===== config.mk =====
export PLATFORM = sky130hd
export DESIGN_NAME = sub_pipe
export DESIGN_NICKNAME = d
export VERILOG_FILES = /design/src/rtl/adder_pkg.sv /design/src/rtl/sub_slice.sv /design/src/rtl/sub_pipe.sv
export SDC_FILE = /design/constraint.sdc
export NUM_CORES = 1
export LEC_CHECK = 0
export CAP_MARGIN = 20
export CELL_PAD_IN_SITES_DETAIL_PLACEMENT = 1
export CELL_PAD_IN_SITES_GLOBAL_PLACEMENT = 2
export CORE_UTILIZATION = 30
export DETAILED_ROUTE_END_ITERATION = 8
export GPL_ROUTABILITY_DRIVEN = 0
export GPL_TIMING_DRIVEN = 0
export PLACE_DENSITY_LB_ADDON = 0.1
export SLEW_MARGIN = 20
export SYNTH_ARGS = -nofsm -noshare
export SYNTH_HDL_FRONTEND = slang
export SYNTH_SLANG_ARGS = --single-unit

===== constraint.sdc =====
create_clock -name clk -period 7.4 [get_ports clk]
set_clock_uncertainty 0.15 [all_clocks]
set_input_delay 1.48 -clock clk [delete_from_list [all_inputs] [get_ports clk]]
set_output_delay 1.48 -clock clk [all_outputs]
set_load 0.005 [all_outputs]

===== src/rtl/adder_pkg.sv =====
// adder_pkg: shared defaults and result record for the adder/subtractor datapath
package adder_pkg;
  localparam int DEF_WIDTH = 6;
  localparam int DEF_SPLIT = 3;
  typedef struct packed {
    logic [DEF_WIDTH-1:0] s;
    logic                 bout;
    logic                 zero;
    logic                 ovf;
  } sub_res_t;
endpackage


===== src/rtl/sub_slice.sv =====
// sub_slice: N-bit ripple-borrow subtract slice, d = a - b - bin
module sub_slice #(
  parameter int N = 3
) (
  input  logic [N-1:0] a,
  input  logic [N-1:0] b,
  input  logic         bin,
  output logic [N-1:0] d,
  output logic         bout
);
  logic [N:0] br;
  // borrow ripples from bit 0 upward
  always_comb begin
    br[0] = bin;
    d = '0;
    for (int i = 0; i < N; i++) begin
      d[i] = a[i] ^ b[i] ^ br[i];
      br[i+1] = (~a[i] & b[i]) | (~(a[i] ^ b[i]) & br[i]);
    end
  end
  assign bout = br[N];
endmodule


===== src/rtl/sub_pipe.sv =====
// sub_pipe: two-stage pipelined subtractor with borrow/zero/overflow flags and valid/ready flow
module sub_pipe
  import adder_pkg::*;
#(
  parameter int WIDTH = DEF_WIDTH,
  parameter int SPLIT = DEF_SPLIT
) (
  input  logic             clk,
  input  logic             rst,
  input  logic             in_valid,
  output logic             in_ready,
  input  logic [WIDTH-1:0] X,
  input  logic [WIDTH-1:0] Y,
  output logic             out_valid,
  input  logic             out_ready,
  output logic [WIDTH-1:0] S,
  output logic             bout,
  output logic             zero,
  output logic             ovf
);
  localparam int H = WIDTH - SPLIT;
  logic             s1_valid, s2_valid, b_mid, lo_b, hi_b, adv1, adv2;
  logic [SPLIT-1:0] d_lo, lo_d;
  logic [H-1:0]     x_hi, y_hi, d_hi;
  assign adv2      = !s2_valid || out_ready;
  assign adv1      = !s1_valid || adv2;
  assign in_ready  = adv1;
  assign out_valid = s2_valid;
  sub_slice #(.N(SPLIT)) u_lo (.a(X[SPLIT-1:0]), .b(Y[SPLIT-1:0]), .bin(1'b0), .d(lo_d), .bout(lo_b));
  sub_slice #(.N(H)) u_hi (.a(x_hi), .b(y_hi), .bin(b_mid), .d(d_hi), .bout(hi_b));
  // stage 1: resolve the low bits and hold the high operands until stage 2 frees up
  always_ff @(posedge clk) begin
    if (rst) begin
      s1_valid <= 1'b0;
      d_lo     <= '0;
      b_mid    <= 1'b0;
      x_hi     <= '0;
      y_hi     <= '0;
    end else if (adv1) begin
      s1_valid <= in_valid;
      if (in_valid) begin
        d_lo  <= lo_d;
        b_mid <= lo_b;
        x_hi  <= X[WIDTH-1:SPLIT];
        y_hi  <= Y[WIDTH-1:SPLIT];
      end
    end
  end
  // stage 2: finish the high bits and register the result; sign bits come from the high operands
  always_ff @(posedge clk) begin
    if (rst) begin
      s2_valid <= 1'b0;
      S        <= '0;
      bout     <= 1'b0;
      zero     <= 1'b0;
      ovf      <= 1'b0;
    end else if (adv2) begin
      s2_valid <= s1_valid;
      if (s1_valid) begin
        S    <= {d_hi, d_lo};
        bout <= hi_b;
        zero <= ({d_hi, d_lo} == '0);
        ovf  <= (x_hi[H-1] != y_hi[H-1]) && (d_hi[H-1] != x_hi[H-1]);
      end
    end
  end
endmodule


* Word-level counts from Yosys, hierarchy flattened *
Index checks and enable logic that the tools add are counted.

storage, ports and cells
  bits in registers = 21
  output and inout port bits = 11
  bits of input ports = 16

cells by class
  bitwise operators = 38
  equal/unequal tests = 2
  reduce and logical (&&, ||, !) cells = 8

operator list
  kind                 number
  $and A1 B1 Y1        11
  $not A1 Y1           11
  $xor A1 B1 Y1        11
  $logic_not A6 Y1     1
  $or A1 B1 Y1         5
  $reduce_and A2 Y1    2
  $logic_not A1 Y1     2
  $logic_or A1 B1 Y1   2
  $ne A1 B1 Y1         2
  $logic_and A1 B1 Y1  1

* Longest topological paths before layout *
  word-level depth = 9
  depth in mapped cells = 8

* Hierarchy *
From an unflattened synthesis, not the netlist that was laid out.

unflattened totals
  cells, all modules = 120
  area total of the unflattened synthesis = 1068.5 µm²

by module, submodules not included
  module     area an instance (µm²)  instances  seq. area each (µm²)  cells an instance
  sub_pipe   888.4                   1          420.4                 98
  sub_slice  90.1                    2          0.0                   11

* Worst setup path after synthesis *
Ideal clock, no wire load.

  path kind = input port to output port
  from = input port out_ready
  to = output port in_ready
  stages = 1
  buffers on the path = 0
  path slack = 4034 ps
  arrival = 1736 ps
  data required time = 5770 ps
  cell sequence = nand3b_1

between the ends
  longest elaborated chain between the ends = 2

RTL lines
  element             RTL line        text
  from (decl)         sub_pipe.sv:15  input logic out_ready,
  $logic_or A1 B1 Y1  sub_pipe.sv:25  assign adv2 = !s2_valid || out_ready;
  $logic_or A1 B1 Y1  sub_pipe.sv:26  assign adv1 = !s1_valid || adv2;
  to (decl)           sub_pipe.sv:11  output logic in_ready,

Every way passes these cells.

* Final worst setup path *
Ends and elaborated chain as after synthesis.

==> results.py <==
metrics = {
    "pwr": {
        "swShare_pct": 26.77,
        "p_leak_uw": 0.0004725,
        "pwr-share-clk_pct": 24.3,
        "p_per_area_nw_per_um2": 174.1,
        "p_sw_uw": 61.35,
        "p_int_uw": 167.8,
        "peakVddDrop_mv": 0.07781,
        "p_comb_share_pct": 21.2,
        "p_seq_share_pct": 54.5,
    },
    "critical_path": {
        "worst_setup_path_end_kind": "output port",
        "crit_required_ps": 5770,
        "cp_max_fo": 8,
        "path_class": "in2out",
        "startpoint_type": "primary input",
        "critical_path_arrival_ps": 2850,
    },
    "floorplanning": {
        "die_area_um2": 3515,
        "chipWidth_um": 59.29,
        "placementRows": 20,
        "initial_core_util_pct": 31.99,
        "die_h_um": 59.29,
        "pin_count": 27,
        "design.core.area_um2": 3078,
    },
    "global_routing": {
        "grt_pass1_vias": 902,
        "grt-ovfl-total": 0,
        "antenna_found_initial": 0,
        "grt_pass1_wl_um": 4008,
        "grtUsageTotal_pct": 15.88,
        "grt_start_max_net_pins": 12,
    },
    "timing": {
        "slew_viol_final": 0,
        "tns_ps": 0,
        "tightest_slew_ps": 656.0,
        "post-route-min-period_ps": 4483,
        "hold_ws_ps": 331.5,
        "grt_setup_unrepaired": "no",
        "clock.fmax_ghz": 0.2231,
        "finalCritPeriodShare_pct": 60.58,
        "hold_viol": 0,
        "finalWorstSetupSlack_ps": 2917,
        "max_slew_margin_pct": 56.27,
        "setup_violations": 0,
    },
    "clocking": {
        "path_clk_slew_ps": 120,
        "hold_buffers": 0,
        "clock_sinks": 21,
        "post_cts_resized": 0,
        "insertion_delay_ps": 300,
        "cts_tree": "built",
        "cts_made_buffers": 3,
        "root_buffer": "clkbuf_4",
        "clk_path_buf_depth": 2,
        "cts_setup_buffers": 0,
        "htreeDepth": 1,
    },
    "yosys": {
        "synth_top_area_share_pct": 42.69,
        "synthArstFlopShare_pct": 0,
        "yosysUniqueCellTypes": 21,
        "netlist.top_cell.by_area": "dfxtp_1",
        "synth.area.top_cells": "dfxtp_1 43%, fa_1 10%, a21oi_1 6.6%",
        "ys_warn_count": 0,
        "syn_area_per_cell_um2": 9.654,
        "synth_common_cells": "21 x dfxtp_1, 13 x a21oi_1, 10 x inv_1, 9 x nand2b_1",
        "ys_ff_latch": 21,
        "synth_most_common_cell": "dfxtp_1",
        "synth_fp_nets": 125,
        "synth_seq_area_share_pct": 42.69,
        "synth_edf_count": 0,
        "synthesis.area_um2": 984.7,
        "synthFlopType": "dfxtp_1",
        "syn-instance-count": 102,
    },
    "drt": {
        "postRouteAntennaNets": 0,
        "first_pass_iters": 4,
        "drc_errors": 0,
        "routed_wirelength_um": 2328,
        "dr_total_vias": 834,
        "vias_per_cell": 4.766,
        "post_drt_wl_per_cell_um": 13.30,
        "drt_iter0_markers": 24,
    },
    "cells_and_area": {
        "fill_cells": 373,
        "final_area_um2": 1316,
        "drive_gt1_share_pct": 3.817,
        "finalNonFillerCells": 175,
        "fin_nets": 155,
        "antennaDiodeCount": 0,
        "area_growth_pct": 33.67,
    },
    "hold_path": {
        "worst_hold_path_type": "reg2reg",
    },
    "placement": {
        "dp_worst_setup_slack_ps": 2913,
        "dp_hpwl_um": 1789,
        "port_buffers": 25,
        "place_area_um2": 1290,
        "placed_cells": 171,
    },
    "outcome": {
        "status": "finished clean",
    },
    "job": {
        "drv_cap": 0,
    },
}
state kept, by name, indices dropped and copies added (netlist names):
signal and flops:
S 6, d_lo 3, x_hi 3, y_hi 3
b_mid 1, bout 1, out_valid 1, ovf 1
s1_valid 1, zero 1
worst max-delay path: stages:
cell,delay (ps)
clkdlybuf4s50_1,480
nand3b_1,310
clkdlybuf4s50_1,580
final cells by class:
class | instances | area (um^2) | share of cell area (%)
Inverter | 11 | 41.29 | 3.137
Multi-Input combinational cell | 64 | 500.5 | 38.02
Sequential cell | 21 | 420.4 | 31.94
Buffer | 6 | 22.52 | 1.711
Clock buffer | 4 | 26.28 | 1.996
Tap cell | 44 | 55.05 | 4.183
Timing Repair Buffer | 25 | 250.2 | 19.01
layout by cell type (no fill, tap or decap), drive strengths merged, types with 2 or more instances in the layout:
cell / synthesis / routed
nand4b: 4 / 4
clkdlybuf4s50: 0 / 25
or4: 3 / 3
ha: 2 / 2
o31ai: 4 / 4
inv: 11 / 11
a211oi: 2 / 2
mux2i: 4 / 4
fa: 5 / 5
o21ai: 6 / 6
nand3: 4 / 4
a21oi: 14 / 14
nand2b: 9 / 9
a311oi: 3 / 3
clkbuf: 6 / 10
dfxtp: 21 / 21
power groups by stage:
stage | clock network [uW] | registers (uW) | logic, uW
floorplan | 0 | 127 | 26.1
global route | 64.5 | 126 | 54.6
detailed placement | 0 | 128 | 49.5
CTS | 59.5 | 125 | 49.6
global placement | 0 | 128 | 48.0
finish | 55.7 | 125 | 48.5
per-stage QoR:
stage	power (uW)	utilization, %
after floorplan	153.3	-
after global placement	175.5	41.91
after detailed placement	177.2	41.91
after CTS	234.3	42.76
after global routing	245.2	42.76
final	229.2	42.76
cells by family after synthesis:
group           count (synthesis)  synth area share [%]
compound gates                 29                 17.79
simple gates                   23                 15.37
flops                          21                 42.69
buf+inv                        17                 6.480
fa+ha+maj                       7                 12.71
mux                             4                 4.066
xor+xnor                        1                0.8896
per-layer routing:
metal,track usage [%],share of wire (%),vias to the layer above,wire [um]
met3,2.838,3.5,5,81
met5,0,0,-,0
li1,-,-,416,-
met2,28.73,52,20,1202
met1,17.57,43,393,995
met4,8.163,2.1,0,48
path summary, 6_finish.rpt:
path,start,end,slack (ps),depth (start not counted)
setup / recovery,out_ready,in_ready,2920,3
hold reg to reg,zero$_SDFFE_PP0P_,zero$_SDFFE_PP0P_,330,2
hold / removal,zero$_SDFFE_PP0P_,zero$_SDFFE_PP0P_,330,2
setup reg to reg,b_mid$_SDFFE_PP0P_,zero$_SDFFE_PP0P_,4330,7
(Power assumes the default switching activity.)
